==> src/rtl/matmul_pkg.sv <==
`default_nettype none
// ============================================================================
// Module      : matmul_pkg
// Description : Shared types and constants for the 2x2 matmul result display.
// Revision    : 1.0 - initial release
// ============================================================================
package matmul_pkg;

    localparam int RES_W = 16;

    typedef enum logic [1:0] {
        IDLE = 2'd0,
        SHOW = 2'd1,
        ERR  = 2'd2
    } disp_state_t;

    localparam logic [6:0] SEG_BLANK = 7'h00;
    localparam logic [6:0] SEG_E     = 7'h79;

    // Active-high {g,f,e,d,c,b,a} patterns for hex digits 0..F
    localparam logic [6:0] SEG_HEX_CODES [16] = '{
        7'h3F, 7'h06, 7'h5B, 7'h4F, 7'h66, 7'h6D, 7'h7D, 7'h07,
        7'h7F, 7'h6F, 7'h77, 7'h7C, 7'h39, 7'h5E, 7'h79, 7'h71
    };

endpackage
`default_nettype wire

==> src/rtl/hex_to_seg7.sv <==
`default_nettype none
// ============================================================================
// Module      : hex_to_seg7
// Description : Combinational hex digit to seven-segment pattern decoder.
// Revision    : 1.0 - initial release
// ============================================================================
module hex_to_seg7
    import matmul_pkg::*;
(
    input  logic [3:0] i_hex,
    output logic [6:0] o_seg
);

    always_comb begin
        o_seg = SEG_HEX_CODES[i_hex];
    end

endmodule
`default_nettype wire

==> src/rtl/matmul_result_display.sv <==
`default_nettype none
// ============================================================================
// Module      : matmul_result_display
// Description : Latches one 2x2 result matrix and steps its elements across a
//               single seven-segment digit, or shows "E" on an operand error.
// Revision    : 1.0 - initial release
// ============================================================================
module matmul_result_display
    import matmul_pkg::*;
#(
    parameter int DWELL_CYCLES = 1000,
    parameter int ELEM_W       = 4
) (
    input  logic             clk,
    input  logic             rst_n,
    input  logic             ena,
    input  logic             res_valid,
    output logic             res_ready,
    input  logic [RES_W-1:0] res_data,
    input  logic             res_err,
    output logic [6:0]       seg,
    output logic             dp,
    output logic [1:0]       elem_idx,
    output logic             busy,
    output logic             done
);

    localparam int              CNT_W    = (DWELL_CYCLES > 1) ? $clog2(DWELL_CYCLES) : 1;
    localparam logic [CNT_W-1:0] C_RELOAD = CNT_W'(DWELL_CYCLES - 1);
    localparam logic [CNT_W-1:0] C_ONE    = CNT_W'(1);

    disp_state_t                 r_state;
    disp_state_t                 w_state_nxt;
    logic [CNT_W-1:0]            r_cnt;
    logic [CNT_W-1:0]            w_cnt_nxt;
    logic [3:0][ELEM_W-1:0]      r_hold;
    logic [3:0][ELEM_W-1:0]      w_hold_nxt;
    logic [1:0]                  w_idx_nxt;
    logic                        w_done_nxt;
    logic [6:0]                  w_seg_nxt;
    logic                        w_dp_nxt;
    logic                        w_busy_nxt;
    logic [ELEM_W-1:0]           w_elem_nxt;
    logic [6:0]                  w_elem_seg;
    logic                        w_accept;

    assign res_ready = ena && (r_state == IDLE);
    assign w_accept  = res_valid && res_ready;

    always_comb begin
        w_state_nxt = r_state;
        w_cnt_nxt   = r_cnt;
        w_hold_nxt  = r_hold;
        w_idx_nxt   = elem_idx;
        w_done_nxt  = 1'b0;

        case (r_state)
            IDLE: begin
                w_idx_nxt = 2'd0;
                if (w_accept) begin
                    w_hold_nxt  = res_data;
                    w_cnt_nxt   = C_RELOAD;
                    w_state_nxt = res_err ? ERR : SHOW;
                end
            end
            SHOW: begin
                if (r_cnt == '0) begin
                    if (elem_idx != 2'd3) begin
                        w_idx_nxt = elem_idx + 2'd1;
                        w_cnt_nxt = C_RELOAD;
                    end else begin
                        w_idx_nxt   = 2'd0;
                        w_state_nxt = IDLE;
                        w_done_nxt  = 1'b1;
                    end
                end else begin
                    w_cnt_nxt = r_cnt - C_ONE;
                end
            end
            ERR: begin
                w_idx_nxt = 2'd0;
                if (r_cnt == '0) begin
                    w_state_nxt = IDLE;
                    w_done_nxt  = 1'b1;
                end else begin
                    w_cnt_nxt = r_cnt - C_ONE;
                end
            end
            default: begin
                w_state_nxt = IDLE;
                w_idx_nxt   = 2'd0;
            end
        endcase
    end

    // Outputs are decoded from the next state so they change on the same edge
    assign w_elem_nxt = w_hold_nxt[w_idx_nxt];

    hex_to_seg7 u_hex_to_seg7 (
        .i_hex (w_elem_nxt),
        .o_seg (w_elem_seg)
    );

    always_comb begin
        w_seg_nxt  = SEG_BLANK;
        w_dp_nxt   = 1'b0;
        w_busy_nxt = 1'b0;
        case (w_state_nxt)
            SHOW: begin
                w_seg_nxt  = w_elem_seg;
                w_dp_nxt   = (w_idx_nxt == 2'd0);
                w_busy_nxt = 1'b1;
            end
            ERR: begin
                w_seg_nxt  = SEG_E;
                w_dp_nxt   = 1'b1;
                w_busy_nxt = 1'b1;
            end
            default: begin
                w_seg_nxt  = SEG_BLANK;
            end
        endcase
    end

    always_ff @(posedge clk or negedge rst_n) begin
        if (!rst_n) begin
            r_state  <= IDLE;
            r_cnt    <= '0;
            r_hold   <= '0;
            elem_idx <= 2'd0;
            seg      <= SEG_BLANK;
            dp       <= 1'b0;
            busy     <= 1'b0;
            done     <= 1'b0;
        end else if (ena) begin
            r_state  <= w_state_nxt;
            r_cnt    <= w_cnt_nxt;
            r_hold   <= w_hold_nxt;
            elem_idx <= w_idx_nxt;
            seg      <= w_seg_nxt;
            dp       <= w_dp_nxt;
            busy     <= w_busy_nxt;
            done     <= w_done_nxt;
        end
    end

endmodule
`default_nettype wire

==> config.mk <==
export PLATFORM = sky130hd
export DESIGN_NAME = matmul_result_display
export DESIGN_NICKNAME = d
export VERILOG_FILES = /design/src/rtl/matmul_pkg.sv /design/src/rtl/hex_to_seg7.sv /design/src/rtl/matmul_result_display.sv
export SDC_FILE = /design/constraint.sdc
export NUM_CORES = 1
export LEC_CHECK = 0
export CAP_MARGIN = 25
export CORE_MARGIN = 3
export CORE_UTILIZATION = 40
export DETAILED_ROUTE_END_ITERATION = 12
export SYNTH_ARGS = -nofsm -noshare
export SYNTH_HDL_FRONTEND = slang
export SYNTH_HIERARCHICAL = 1
export SYNTH_SLANG_ARGS = --single-unit
==> constraint.sdc <==
create_clock -name clk -period 5 [get_ports clk]
set_input_delay 0.75 -clock clk [delete_from_list [all_inputs] [get_ports clk]]
set_output_delay 0.75 -clock clk [all_outputs]
set_load 0.005 [all_outputs]
==> impl_metrics.env <==
export IMPL_ant_nets=0
export IMPL_dp_cells=341
export IMPL_clock_fmax_ghz=0.2727
export IMPL_reg2reg_depth=12
export IMPL_final_area_sq_um=2987
export IMPL_p_int_mw=1.108
export IMPL_slowest_delay_ps=490
export IMPL_syn_num_nets=278
export IMPL_wirelength_um=5450
export IMPL_syn_to_final_growth_pct=20.37
export IMPL_dieWidth_um=84.76
export IMPL_status="completed"
export IMPL_vias=1875
export IMPL_ctsHtreeMaxLevel=2
export IMPL_swShare=0.4082
export IMPL_cp_end_kind="flop"
export IMPL_drt_pass1_iter_count=4
export IMPL_r2r_end="seg[3]"
export IMPL_drv_slew=0
export IMPL_path_buf_inv=2
export IMPL_syn_avg_cell_area_sq_um=10.25
export IMPL_power_mw=1.872
export IMPL_p_sw_uw=764.1
export IMPL_synth_edff_count=0
export IMPL_ys_top_cells_by_area="dfrtp_1 40%, mux2_2 9.5%, ha_1 7.6%"
export IMPL_grt_total_usage=0.1611
export IMPL_utilization=0.5015
export IMPL_start_kind="flop"
export IMPL_synth_largest_area_cell="dfrtp_1"
export IMPL_power_frac_comb=0.547
export IMPL_cp_required_ps=5180
export IMPL_overflow=0
export IMPL_row_count=28
export IMPL_path_delay_family="multiplexers"
export IMPL_p_clk_frac=0.155
export IMPL_portBuffers=33
export IMPL_r2r_start="r_cnt[0]"
export IMPL_antenna_found_initial=0
export IMPL_gp_congestion=0.8372
export IMPL_ys_flop_type="dfrtp_1"
export IMPL_clockRootBuffer="clkbuf_8"
export IMPL_hold_viol=0
export IMPL_ys_types=49
export IMPL_relSlewSlack=0.3466
export IMPL_criticalPathCategory="reg2reg"
export IMPL_hold_depth=1
export IMPL_min_path_type="reg2reg"
export IMPL_cts_hold_buf=0
export IMPL_synthesis_instances=242
export IMPL_cts_buffers=5
export IMPL_critPathMaxFanout=10
export IMPL_clock_skew_ps=7.852
export IMPL_cts_tree="built"
export IMPL_diodes=0
export IMPL_die_height_um=84.76
export IMPL_timing_hold_ws_ps=492.6
export IMPL_cp_cell_sequence="inv_1 > ha_1 > nor2b_1 > nand3_4 > mux2_4 > mux2i_1 > mux2i_1 > inv_1 > ha_1 > mux4_1 > a21oi_1 > o2bb2ai_1"
export IMPL_synthArstFlopShare=1.000
export IMPL_period_needed_ps=3666
export IMPL_synth_area_sq_um=2481
export IMPL_finalSetupViolCount=0
export IMPL_drive_gt1_frac=0.1418
export IMPL_grt_pass1_wl_um=9197
export IMPL_synth_largest_type_area_fraction=0.4034
export IMPL_p_leak_nw=1.334
export IMPL_crit_arrival_ps=3840
export IMPL_grt_pass1_vias=1822
export IMPL_grt_max_degree=41
export IMPL_cap_violations=0
export IMPL_yosys_warnings=6
export IMPL_synth_seq_cells=40
export IMPL_avgViaCountPerCell=5.357
export IMPL_dieArea_sq_um=7184
export IMPL_slowest_stage="mux4_1"
export IMPL_drt_first_iter_violations=77
export IMPL_final_cell_mix="40 x dfrtp_1, 32 x clkdlybuf4s50_1, 21 x mux2_2"
export IMPL_cts_buffer_depth=2
export IMPL_initial_utilization=0.4166
export IMPL_tightestPinTransition_ps=952.8
export IMPL_powerDensity_nw_per_um2=626.7
export IMPL_seqPwrFrac=0.298
export IMPL_final_common_cell="dfrtp_1"
export IMPL_seq_area_frac_synth=0.4034
export IMPL_rsz0062_at_grt="false"
export IMPL_min_to="seg[0]"
export IMPL_fin_cells=350
export IMPL_cts_sinks=40
export IMPL_core_area_sq_um=5956
export IMPL_ctsResizeCount=0
export IMPL_hp_start="seg[0]"
export IMPL_drc_errors=0
export IMPL_fin_ws_ps=1334
export IMPL_period_share=0.7333
export IMPL_setup_tns_ps=0
export IMPL_fin_nets=310
export IMPL_post_cts_buffers=0
export IMPL_rrSetupSlack_ps=1330
export IMPL_wire_per_inst_um=15.57
export IMPL_place_hpwl_um=3867
export IMPL_dpl_instance_area_sq_um=2853
export IMPL_vdd_drop_max_mv=0.2678
export IMPL_clk_latency_ps=290
export IMPL_num_io_pins=34
export IMPL_cts_clk_slew_worst_paths_ps=80
export IMPL_place_ws_ps=997.2
## layout make-up
type | count | area (sq um)
tap | 75 | 93.84
clock inverter | 1 | 30.03
timing repair buffer | 35 | 340.3
clock buffer | 7 | 96.34
inverter | 18 | 67.56
sequential | 40 | 1001
fill | 555 | 2969
multi-input combinational | 174 | 1358
## layer usage
metal	routed length, um	global-route usage	vias up
li1	-	-	940
met2	2413	0.2370	36
met3	252	0.03533	7
met1	2718	0.2374	892
met4	66	0.04748	0
met5	0	0	-
## power by group through the flow
stage	Clock (mW)	Combinational, mW	Sequential [mW]
2_1_floorplan	0	0.773	0.542
3_3_place_gp	0	1.01	0.560
3_5_place_dp	0	1.01	0.562
4_1_cts	0.300	1.02	0.556
5_1_grt	0.317	1.15	0.575
6_report	0.291	1.02	0.557
## worst max path at each step
stage | cells past startpoint | slack [ps] | to | start
4_1_cts | 10 | 1200 | seg[3] | r_cnt[0]
2_1_floorplan | 13 | 1720 | seg[3] | r_cnt[0]
3_5_place_dp | 9 | 1000 | seg[3] | ena
5_1_grt | 12 | 1030 | seg[3] | r_cnt[0]
6_report | 12 | 1330 | seg[3] | r_cnt[0]
3_3_place_gp | 9 | 1110 | seg[3] | ena
## cells in the mapped netlist (4+ instances only)
library cell / count
inv_1: 18
mux2_2: 21
nand2_1: 19
nand2b_1: 6
o21ai_0: 17
a31oi_1: 4
a21oi_1: 18
a22o_1: 4
clkbuf_1: 5
mux2i_1: 15
dfrtp_1: 40
ha_1: 15
nor2_1: 6
o2bb2ai_1: 7
nand3_1: 4
## worst register-to-register path, cell delays in order (launching register included)
cell and delay [ps]:
dfrtp_1 420, inv_1 100, ha_1 270, nor2b_1 410
nand3_4 160, mux2_4 420, mux2i_1 140, mux2i_1 380
inv_1 190, ha_1 340, mux4_1 490, a21oi_1 150
o2bb2ai_1 70
## registers in the layout, summed over array words and instances (netlist names)
register / flops
done: 1
r_hold: 16
r_cnt: 10
dp: 1
busy: 1
elem_idx: 2
seg: 7
r_state: 2
## kinds of logic (layout without fill, tap and decap cells)
family | after synthesis | after routing | synth area share
compound gates | 66 | 66 | 0.1730
fa+ha+maj | 15 | 15 | 0.07564
buf+inv | 28 | 61 | 0.04942
flops | 40 | 40 | 0.4034
mux | 38 | 38 | 0.1725
simple gates | 55 | 55 | 0.1261
Power figures use the tool's default switching activity.
